===== src/rtl/zero_skip_mac_array_if.sv =====
// Stream bundle for zero_skip_mac_array.
//   Input side : in_valid/in_ready handshake carrying first/last tags,
//                a per-lane mask, packed weights/activations and the
//                requantisation config (cfg_shift, cfg_relu).
//   Output side: out_valid/out_ready handshake carrying the requantised
//                result (out_data), the raw accumulator (out_acc), the
//                performed-MAC count (out_ops) and the saturation flag.
// master = producer/consumer around the block, slave = the MAC array.
interface zero_skip_mac_array_if #(
  parameter int LANES       = 4,
  parameter int DATA_WIDTH  = 8,
  parameter int ACC_WIDTH   = 32,
  parameter int OUT_WIDTH   = 8,
  parameter int SHIFT_WIDTH = 5,
  parameter int CNT_WIDTH   = 16
);
  logic                        in_valid;
  logic                        in_ready;
  logic                        in_first;
  logic                        in_last;
  logic [LANES-1:0]            in_mask;
  logic [LANES*DATA_WIDTH-1:0] in_weight;
  logic [LANES*DATA_WIDTH-1:0] in_act;
  logic [SHIFT_WIDTH-1:0]      cfg_shift;
  logic                        cfg_relu;
  logic                        out_valid;
  logic                        out_ready;
  logic [OUT_WIDTH-1:0]        out_data;
  logic [ACC_WIDTH-1:0]        out_acc;
  logic [CNT_WIDTH-1:0]        out_ops;
  logic                        out_sat;

  modport master (
    output in_valid, in_first, in_last, in_mask, in_weight, in_act,
           cfg_shift, cfg_relu, out_ready,
    input  in_ready, out_valid, out_data, out_acc, out_ops, out_sat
  );

  modport slave (
    input  in_valid, in_first, in_last, in_mask, in_weight, in_act,
           cfg_shift, cfg_relu, out_ready,
    output in_ready, out_valid, out_data, out_acc, out_ops, out_sat
  );
endinterface


===== src/rtl/zero_skip_mac_array.sv =====
// Multi-lane zero-skip MAC with requantised, back-pressured output.
//   clk  : clock
//   rst  : synchronous active-high reset
//   bus  : zero_skip_mac_array_if.slave (input beats in, results out)
// Pipeline: stage P registers the masked lane sum and beat tags, stage A
// accumulates into acc/ops and, on a last beat, loads the held output
// register with the requantised result. The whole pipe stalls while a
// result is held and not taken.
module zero_skip_mac_array #(
  parameter int LANES       = 4,
  parameter int DATA_WIDTH  = 8,
  parameter int ACC_WIDTH   = 32,
  parameter int OUT_WIDTH   = 8,
  parameter int SHIFT_WIDTH = 5,
  parameter int CNT_WIDTH   = 16
) (
  input logic                 clk,
  input logic                 rst,
  zero_skip_mac_array_if.slave bus
);

  localparam int POP_WIDTH = $clog2(LANES + 1);
  // Output clamp bounds at the widened requant width; min is ~max in two's complement.
  localparam logic signed [ACC_WIDTH:0] OUT_MAX =
    signed'((ACC_WIDTH+1)'((64'd1 << (OUT_WIDTH - 1)) - 64'd1));
  localparam logic signed [ACC_WIDTH:0] OUT_MIN = ~OUT_MAX;

  logic advance;
  assign advance     = !(bus.out_valid && !bus.out_ready);
  assign bus.in_ready = advance && !rst;

  // ---------------- Stage P: masked lane products ----------------
  logic signed [2*DATA_WIDTH-1:0] prod [LANES];
  logic signed [ACC_WIDTH-1:0]    lane_sum_d;
  logic [POP_WIDTH-1:0]           pop_d;

  always_comb begin
    // NOTE: every always_comb output gets a default first so no path can infer a latch.
    lane_sum_d = '0;
    pop_d      = '0;
    for (int i = 0; i < LANES; i++) begin
      prod[i] = signed'(bus.in_weight[i*DATA_WIDTH +: DATA_WIDTH]) *
                signed'(bus.in_act[i*DATA_WIDTH +: DATA_WIDTH]);
      if (bus.in_mask[i]) begin
        lane_sum_d = lane_sum_d + ACC_WIDTH'(prod[i]);
        pop_d      = pop_d + POP_WIDTH'(1);
      end
    end
  end

  logic                        p_valid_q;
  logic signed [ACC_WIDTH-1:0] p_sum_q;
  logic [POP_WIDTH-1:0]        p_pop_q;
  logic                        p_first_q, p_last_q, p_relu_q;
  logic [SHIFT_WIDTH-1:0]      p_shift_q;

  always_ff @(posedge clk) begin
    // NOTE: sequential state is always assigned with <= so all registers update from pre-edge values.
    if (rst)          p_valid_q <= 1'b0;
    else if (advance) p_valid_q <= bus.in_valid;
  end

  // NOTE: payload registers carry no reset; they are only consumed when p_valid_q is set.
  always_ff @(posedge clk) begin
    if (advance) begin
      p_sum_q   <= lane_sum_d;
      p_pop_q   <= pop_d;
      p_first_q <= bus.in_first;
      p_last_q  <= bus.in_last;
      p_shift_q <= bus.cfg_shift;
      p_relu_q  <= bus.cfg_relu;
    end
  end

  // ---------------- Stage A: accumulate and requantise ----------------
  logic signed [ACC_WIDTH-1:0] acc_q, acc_d;
  logic [CNT_WIDTH-1:0]        ops_q, ops_d;
  logic [CNT_WIDTH:0]          ops_sum;
  logic signed [ACC_WIDTH:0]   rq_wide, rq_round, rq_val;
  logic [OUT_WIDTH-1:0]        data_d;
  logic                        sat_d;

  always_comb begin
    acc_d   = (p_first_q ? '0 : acc_q) + p_sum_q;
    ops_sum = {1'b0, (p_first_q ? '0 : ops_q)} + (CNT_WIDTH+1)'(p_pop_q);
    ops_d   = ops_sum[CNT_WIDTH] ? '1 : ops_sum[CNT_WIDTH-1:0];

    // Round-half-up shift at one extra bit so the rounding add cannot overflow.
    rq_wide  = {acc_d[ACC_WIDTH-1], acc_d};
    rq_round = signed'((ACC_WIDTH+1)'(1) << (p_shift_q - SHIFT_WIDTH'(1)));
    rq_val   = rq_wide;
    if (p_shift_q != '0) rq_val = (rq_wide + rq_round) >>> p_shift_q;
    if (p_relu_q && rq_val[ACC_WIDTH]) rq_val = '0;

    sat_d  = 1'b0;
    data_d = rq_val[OUT_WIDTH-1:0];
    if (rq_val > OUT_MAX) begin
      data_d = OUT_MAX[OUT_WIDTH-1:0];
      sat_d  = 1'b1;
    end else if (rq_val < OUT_MIN) begin
      data_d = OUT_MIN[OUT_WIDTH-1:0];
      sat_d  = 1'b1;
    end
  end

  logic                 out_valid_q, out_sat_q;
  logic [OUT_WIDTH-1:0] out_data_q;
  logic [ACC_WIDTH-1:0] out_acc_q;
  logic [CNT_WIDTH-1:0] out_ops_q;

  always_ff @(posedge clk) begin
    if (rst) begin
      acc_q       <= '0;
      ops_q       <= '0;
      out_valid_q <= 1'b0;
      out_data_q  <= '0;
      out_acc_q   <= '0;
      out_ops_q   <= '0;
      out_sat_q   <= 1'b0;
    end else if (advance) begin
      if (p_valid_q) begin
        acc_q <= acc_d;
        ops_q <= ops_d;
      end
      // advance implies the held result (if any) is being taken this cycle,
      // so valid simply follows whether a new result loads.
      out_valid_q <= p_valid_q && p_last_q;
      if (p_valid_q && p_last_q) begin
        out_data_q <= data_d;
        out_acc_q  <= acc_d;
        out_ops_q  <= ops_d;
        out_sat_q  <= sat_d;
      end
    end
  end

  assign bus.out_valid = out_valid_q;
  assign bus.out_data  = out_data_q;
  assign bus.out_acc   = out_acc_q;
  assign bus.out_ops   = out_ops_q;
  assign bus.out_sat   = out_sat_q;

endmodule


===== src/flat_wrapper.sv =====
// flat-port wrapper written by rule: the top's interface ports become plain ports
module zero_skip_mac_array_flat 
#(
  parameter int LANES       = 4,
  parameter int DATA_WIDTH  = 8,
  parameter int ACC_WIDTH   = 32,
  parameter int OUT_WIDTH   = 8,
  parameter int SHIFT_WIDTH = 5,
  parameter int CNT_WIDTH   = 16
)
  (clk, rst, bus_in_valid, bus_in_first, bus_in_last, bus_in_mask, bus_in_weight, bus_in_act, bus_cfg_shift, bus_cfg_relu, bus_out_ready, bus_in_ready, bus_out_valid, bus_out_data, bus_out_acc, bus_out_ops, bus_out_sat);
  zero_skip_mac_array_if #(.LANES(LANES), .DATA_WIDTH(DATA_WIDTH), .ACC_WIDTH(ACC_WIDTH), .OUT_WIDTH(OUT_WIDTH), .SHIFT_WIDTH(SHIFT_WIDTH), .CNT_WIDTH(CNT_WIDTH)) bus_i ();
  input logic clk;
  input logic rst;
  input wire logic [$bits(bus_i.in_valid)-1:0] bus_in_valid;
  input wire logic [$bits(bus_i.in_first)-1:0] bus_in_first;
  input wire logic [$bits(bus_i.in_last)-1:0] bus_in_last;
  input wire logic [$bits(bus_i.in_mask)-1:0] bus_in_mask;
  input wire logic [$bits(bus_i.in_weight)-1:0] bus_in_weight;
  input wire logic [$bits(bus_i.in_act)-1:0] bus_in_act;
  input wire logic [$bits(bus_i.cfg_shift)-1:0] bus_cfg_shift;
  input wire logic [$bits(bus_i.cfg_relu)-1:0] bus_cfg_relu;
  input wire logic [$bits(bus_i.out_ready)-1:0] bus_out_ready;
  output wire logic [$bits(bus_i.in_ready)-1:0] bus_in_ready;
  output wire logic [$bits(bus_i.out_valid)-1:0] bus_out_valid;
  output wire logic [$bits(bus_i.out_data)-1:0] bus_out_data;
  output wire logic [$bits(bus_i.out_acc)-1:0] bus_out_acc;
  output wire logic [$bits(bus_i.out_ops)-1:0] bus_out_ops;
  output wire logic [$bits(bus_i.out_sat)-1:0] bus_out_sat;
  assign bus_i.in_valid = bus_in_valid;
  assign bus_i.in_first = bus_in_first;
  assign bus_i.in_last = bus_in_last;
  assign bus_i.in_mask = bus_in_mask;
  assign bus_i.in_weight = bus_in_weight;
  assign bus_i.in_act = bus_in_act;
  assign bus_i.cfg_shift = bus_cfg_shift;
  assign bus_i.cfg_relu = bus_cfg_relu;
  assign bus_i.out_ready = bus_out_ready;
  assign bus_in_ready = bus_i.in_ready;
  assign bus_out_valid = bus_i.out_valid;
  assign bus_out_data = bus_i.out_data;
  assign bus_out_acc = bus_i.out_acc;
  assign bus_out_ops = bus_i.out_ops;
  assign bus_out_sat = bus_i.out_sat;
  zero_skip_mac_array #(.LANES(LANES), .DATA_WIDTH(DATA_WIDTH), .ACC_WIDTH(ACC_WIDTH), .OUT_WIDTH(OUT_WIDTH), .SHIFT_WIDTH(SHIFT_WIDTH), .CNT_WIDTH(CNT_WIDTH)) u_core (.clk(clk), .rst(rst), .bus(bus_i));
endmodule

===== config.mk =====
export PLATFORM = sky130hd
export DESIGN_NAME = zero_skip_mac_array_flat
export DESIGN_NICKNAME = d
export VERILOG_FILES = /design/src/rtl/zero_skip_mac_array_if.sv /design/src/rtl/zero_skip_mac_array.sv /design/src/flat_wrapper.sv
export SDC_FILE = /design/constraint.sdc
export NUM_CORES = 1
export LEC_CHECK = 0
export CAP_MARGIN = 10
export CELL_PAD_IN_SITES_DETAIL_PLACEMENT = 1
export CELL_PAD_IN_SITES_GLOBAL_PLACEMENT = 2
export CORE_MARGIN = 1
export CORE_UTILIZATION = 40
export DETAILED_ROUTE_END_ITERATION = 8
export PLACE_DENSITY = 0.83
export REMOVE_ABC_BUFFERS = 1
export SYNTH_ARGS = -nofsm -noshare
export SYNTH_HDL_FRONTEND = slang
export SYNTH_SLANG_ARGS = --single-unit

===== constraint.sdc =====
create_clock -name clk -period 24.3 [get_ports clk]
set_input_delay 6.075 -clock clk [delete_from_list [all_inputs] [get_ports clk]]
set_output_delay 6.075 -clock clk [all_outputs]
set_load 0.05 [all_outputs]

==> out/qor.csv, run 1 <==
stage,metric,value,unit
outcome,outcome,"complete, no violations",
die,initial_core_util,0.405,
logic_synthesis,yosysMostFrequentCell,inv_1,
final_layout,final_cell_count_no_fill,4618,
critical_path,critPathMostFrequentCell,fa_1,
min_path,hold_path.class,flip-flop to flip-flop,
placement,post-place-ws,0.0777,ns
logic_synthesis,synth_edf_count,43,
final_layout,nets,4408,
critical_path,arrival,23.72,ns
die,core_area,0.0744,sq mm
placement,gp_congestion,0.953,
detailed_routing,antenna_left,0,
logic_synthesis,synth.largest_area_cell,fa_1,
sta,tightest_slew,1.21,ns
logic_synthesis,yosysSeqAreaShare,0.114,
critical_path,crit_slowest_cell,or4_1,
placement,post-dp-hpwl,75800,um
run,max_cap_violations,0,
clock_tree,cts_tree,yes,
die,die_h,277,um
detailed_routing,wl,91100,um
placement,numPortBuffers,138,
sta,min_period,23.49,ns
die,die-area,0.0765,sq mm
logic_synthesis,netlist_instances,3563,
critical_path,crit_required,24.53,ns
grt,grt_pass1_vias,27500,
clock_tree,htreeDepth,4,
sta,rsz0062_at_grt,false,
critical_path,slowest_delay,0.58,ns
logic_synthesis,synth-warning-count,0,
grt,grt_pass1_wl,150000,um
critical_path,cp-start-kind,primary input,
placement,dpl.cell_count,4585,
clock_tree,clk_path_buf_depth,2,
logic_synthesis,ys_top_cells_by_count,"521 x inv_1, 410 x fa_1, 357 x nand2_1, 283 x ha_1, 261 x nor2_1",
clock_tree,path_clk_slew,0.08,ns
sta,post-route-period-util,0.967,
logic_synthesis,netlist.area_leader.share,0.272,
grt,grt_max_degree,66,
critical_path,worstSetupPathType,primary input to flip-flop,
clock_tree,clkLatencyLatePin,0.47,ns
logic_synthesis,synth_cell_type_count,97,
logic_synthesis,syn_area_per_cell,8.46,sq um
final_layout,area_delta_synth_final,10.3,%
sta,finalSetupTns,0,ns
detailed_routing,first_pass_iters,5,
critical_path,cp-end-kind,flip-flop,
critical_path,crit_fanout,8,
die,rows,100,
die,io_pins,139,
logic_synthesis,synth_area,0.0301,sq mm
grt,overflow,0,
clock_tree,cts_inserted_buffers,17,
die,die_x,277,um
sta,max_slew_margin,0.173,
sta,max_freq,0.0426,GHz
sta,finalSetupViolCount,0,
detailed_routing,via_count,25400,
sta,clock_skew,0.0208,ns
sta,hold_viol_final,0,
logic_synthesis,yosys-top-cells-area,"fa_1 27%, ha_1 12%, dfxtp_1 7.1%, inv_1 6.5%, nand2_1 4.4%",
detailed_routing,drc_errors,0,
detailed_routing,routedWlPerCell,19.7,um
clock_tree,cts-root-buf,clkbuf_16,
final_layout,drive_gt1_frac,0.0482,
logic_synthesis,synth.ff_latch_count,150,
detailed_routing,drt_iter0_drc,1242,
detailed_routing,via_per_inst,5.51,
logic_synthesis,ys.flop_type,dfxtp_1,
sta,slew_viol_final,0,
grt,grt_usage,0.244,
clock_tree,clock-sinks,150,
grt,antenna_found_initial,7,
logic_synthesis,synth-async-reset-ratio,0,
sta,finalWorstSetupSlack,0.805,ns
## registers in the layout (all words and copies together), names as in the netlist
name and cells:
u_core.acc_q 32, u_core.bus.out_acc 32, u_core.p_sum_q 32, u_core.bus.out_ops 16, u_core.ops_q 16, u_core.bus.out_data 8, u_core.p_shift_q 5, u_core.p_pop_q 3
u_core.bus.out_sat 1, u_core.bus.out_valid 1, u_core.p_first_q 1, u_core.p_last_q 1, u_core.p_relu_q 1, u_core.p_valid_q 1
## layer usage
layer  GRT usage  routed length (um)
met1       0.298               39100
met2       0.458               47900
met3      0.0196                2280
met4      0.0579                1730
met5           0                  73
## critical path: cells and delay by family
kind / cells / cell delay, ns
mux: 1 / 0.26
compound gates: 19 / 3.73
fa+ha+maj: 23 / 9.95
simple gates: 8 / 2.52
buf+inv: 9 / 1.00
xor+xnor: 2 / 0.22
## final timing paths
check,slack [ns],cells past startpoint,from,to
worst max-delay path,0.81,62,bus_in_weight[4],u_core.p_sum_q[30]
worst min-delay path,0.45,2,u_core.acc_q[7],u_core.acc_q[7]
worst max register to register,15.28,27,u_core.p_first_q,u_core.bus.out_data[5]
worst min register to register,0.45,2,u_core.acc_q[7],u_core.acc_q[7]
## layout make-up
cell class | count | area, sq um
Antenna cell | 1 | 2.50
Clock buffer | 17 | 425
Clock inverter | 15 | 185
Fill cell | 8847 | 41200
Inverter | 524 | 1970
Multi-Input combinational cell | 2755 | 24300
Sequential cell | 150 | 3430
Tap cell | 969 | 1210
Timing Repair Buffer | 187 | 1740
## placed cells by master, fill, tap and decap left out, drive strengths merged, types with 115 or more instances in the layout
| cell type | count |
|---|---|
| a21oi | 226 |
| and2 | 145 |
| clkdlybuf4s50 | 134 |
| fa | 410 |
| ha | 283 |
| inv | 528 |
| nand2 | 357 |
| nor2 | 261 |
| o21ai | 135 |
| xnor2 | 115 |
## cell families (layout without fill, tap and decap cells)
logic type,after synthesis,in the layout,synth area share
muxes,63,63,0.0261
buffers and inverters,658,743,0.0823
xor gates and xnor gates,154,154,0.0450
AOI/OAI and AO/OA,753,753,0.168
DFF,150,150,0.114
other,0,1,0
and+or+nand+nor,1092,1092,0.175
adders and majority gates,693,693,0.390
## per-stage QoR
stage	area (sq um)	utilization	hold slack (ns)
after detailed placement	32600	0.438	0.442
after global placement	32600	0.438	0.438
after global routing	33200	0.446	0.472
after floorplan	29600	-	0.426
after CTS	33200	0.446	0.451
final	33200	0.446	0.450
## what timing repair did
item	4_1_cts	5_1_grt
setup buffers	0	0
hold buffers	0	0
gates resized for setup	0	7
setup endpoints to repair	0	2
hold endpoints to repair	0	0
Power of run 1 is not shown: default switching activity piles up to over one toggle a cycle in this logic, so the estimate is an artifact.
==> run 2: changes to the inputs <==
Settings changed: CORE_UTILIZATION 40 to 43, PLACE_DENSITY 0.83 to 0.89.
Clock period 24.3 ns to 29.4 ns, I/O delays scaled along.
==> out/qor.csv, run 2 (synthesis results as in run 1) <==
stage,metric,value,unit
outcome,outcome,"complete, no violations",
final_layout,regArea,0.00343,sq mm
detailed_routing,drc_errors,0,
final_layout,area_delta_synth_final,9.92,%
clock_tree,clkLatencyLatePin,0.46,ns
sta,post-route-period-util,0.854,
clock_tree,cts_resized,0,
die,die-area,0.0712,sq mm
die,die_h,267,um
placement,post-dp-hpwl,76200,um
final_layout,final_cell_mix,"521 x inv_1, 410 x fa_1, 353 x nand2_1",
clock_tree,ctsHoldBuffers,0,
critical_path,r2r_cells,27,
final_layout,fin_area,0.0331,sq mm
detailed_routing,routedWlPerCell,20.1,um
critical_path,crit_fanout,8,
clock_tree,cts_tree,yes,
clock_tree,cts_setup_buffers,0,
die,core_area,0.0689,sq mm
clock_tree,cts_inserted_buffers,17,
sta,hold_viol_final,0,
sta,slew_viol_final,0,
critical_path,reg2reg_to,u_core.bus.out_data[6],
critical_path,crit_slowest_cell,fa_1,
critical_path,arrival,25.33,ns
critical_path,cp_num_buf_inv,9,
critical_path,slowest_delay,0.57,ns
critical_path,crit_required,29.62,ns
clock_tree,path_clk_slew,0.07,ns
final_layout,drive_gt1_frac,0.0448,
critical_path,cp-start-kind,primary input,
sta,max_slew_margin,0.302,
sta,tightest_slew,1.02,ns
min_path,min_path_cells,2,
min_path,min_to,u_core.acc_q[13],
detailed_routing,first_pass_iters,6,
detailed_routing,wl,91800,um
critical_path,worstReg2RegStart,u_core.p_first_q,
die,die_x,267,um
sta,min_period,25.11,ns
detailed_routing,drt_iter0_drc,1163,
grt,grt_max_degree,74,
detailed_routing,via_count,25800,
clock_tree,clk_path_buf_depth,2,
detailed_routing,via_per_inst,5.64,
placement,gp_congestion,0.950,
clock_tree,clock-sinks,150,
run,max_cap_violations,0,
placement,dpl.cell_count,4540,
critical_path,path_delay_family,adder cells,
final_layout,fillers,8280,
die,io_pins,139,
min_path,hold_path.class,flip-flop to flip-flop,
critical_path,cp-end-kind,flip-flop,
min_path,min_from,u_core.acc_q[13],
detailed_routing,antenna_left,0,
sta,clock_skew,0.0149,ns
die,rows,96,
critical_path,critPathMostFrequentCell,fa_1,
grt,grt_pass1_vias,28100,
clock_tree,htreeDepth,4,
placement,placed_cell_area,0.0325,sq mm
final_layout,final_cell_count_no_fill,4572,
grt,antenna_found_initial,4,
sta,finalSetupViolCount,0,
final_layout,multi_input_area,0.0242,sq mm
clock_tree,cts-root-buf,clkbuf_16,
grt,grt_pass1_wl,150000,um
placement,numPortBuffers,138,
sta,finalSetupTns,0,ns
sta,max_freq,0.0398,GHz
final_layout,antenna_cells,0,
grt,overflow,0,
final_layout,nets,4401,
grt,grt_usage,0.266,
critical_path,worstSetupPathType,primary input to flip-flop,
die,initial_core_util,0.437,
critical_path,r2r_setup_slack,20.16,ns
sta,rsz0062_at_grt,false,
final_layout,final_common_cell,inv_1,
run 2: cell count changes in the layout (fill, tap and decap cells not counted), sizes merged:
cell | previous run | this run
clkinvlp | 1 | 0
clkbuf | 17 | 18
inv | 528 | 532
dlymetal6s2s | 1 | 0
bufinv | 0 | 3
diode | 1 | 0
clkinv | 10 | 3
buf | 52 | 45
clkdlybuf4s50 | 134 | 135
run 2: stage by stage:
step	hold slack (ns)	util	setup WS [ns]
after floorplan	0.426	-	5.67
after global placement	0.438	0.471	4.21
after detailed placement	0.446	0.471	3.71
after CTS	0.454	0.481	4.21
after global routing	0.478	0.481	3.28
final	0.451	0.481	4.29
run 2: area by class of cell:
type | count | share of cell area
sequential | 150 | 0.104
clock inverter | 14 | 0.00616
inverter | 524 | 0.0594
timing repair buffer | 180 | 0.0508
multi-input combinational | 2755 | 0.732
tap | 931 | 0.0352
clock buffer | 18 | 0.0130
run 2: worst min-delay path, cell delays in order, from the launching register on:
cell and delay, ns:
dfxtp_1 0.30, nand2_1 0.05, a21oi_1 0.05
run 2: layer usage:
layer | routed length, um | vias to the layer above | track usage
met5 | 39 | - | 0
met4 | 3110 | 6 | 0.0980
met3 | 2660 | 158 | 0.0214
met2 | 47600 | 474 | 0.493
met1 | 38300 | 13100 | 0.317
li1 | - | 12100 | -
run 2: how the worst max path moves through the flow:
| stage | startpoint | endpoint | slack, ns | cells past startpoint |
|---|---|---|---|---|
| after floorplan | bus_in_weight[5] | u_core.p_sum_q[30] | 5.67 | 63 |
| after global placement | bus_in_act[2] | u_core.p_sum_q[30] | 4.21 | 64 |
| after detailed placement | bus_in_act[0] | u_core.p_sum_q[30] | 3.71 | 64 |
| after CTS | bus_in_act[0] | u_core.p_sum_q[30] | 4.21 | 64 |
| after global routing | bus_in_act[1] | u_core.p_sum_q[30] | 3.28 | 64 |
| final | bus_in_weight[6] | u_core.p_sum_q[30] | 4.29 | 64 |
Power of run 2 is left out for the same reason.
==> run 3: changes to the inputs <==
Settings changed: ABC_CLOCK_PERIOD_IN_PS set to 29400.
==> results of run 3 <==
Same layout as run 2: the final DEF is identical, and so are final timing and power.
Power of run 3 is left out for the same reason.
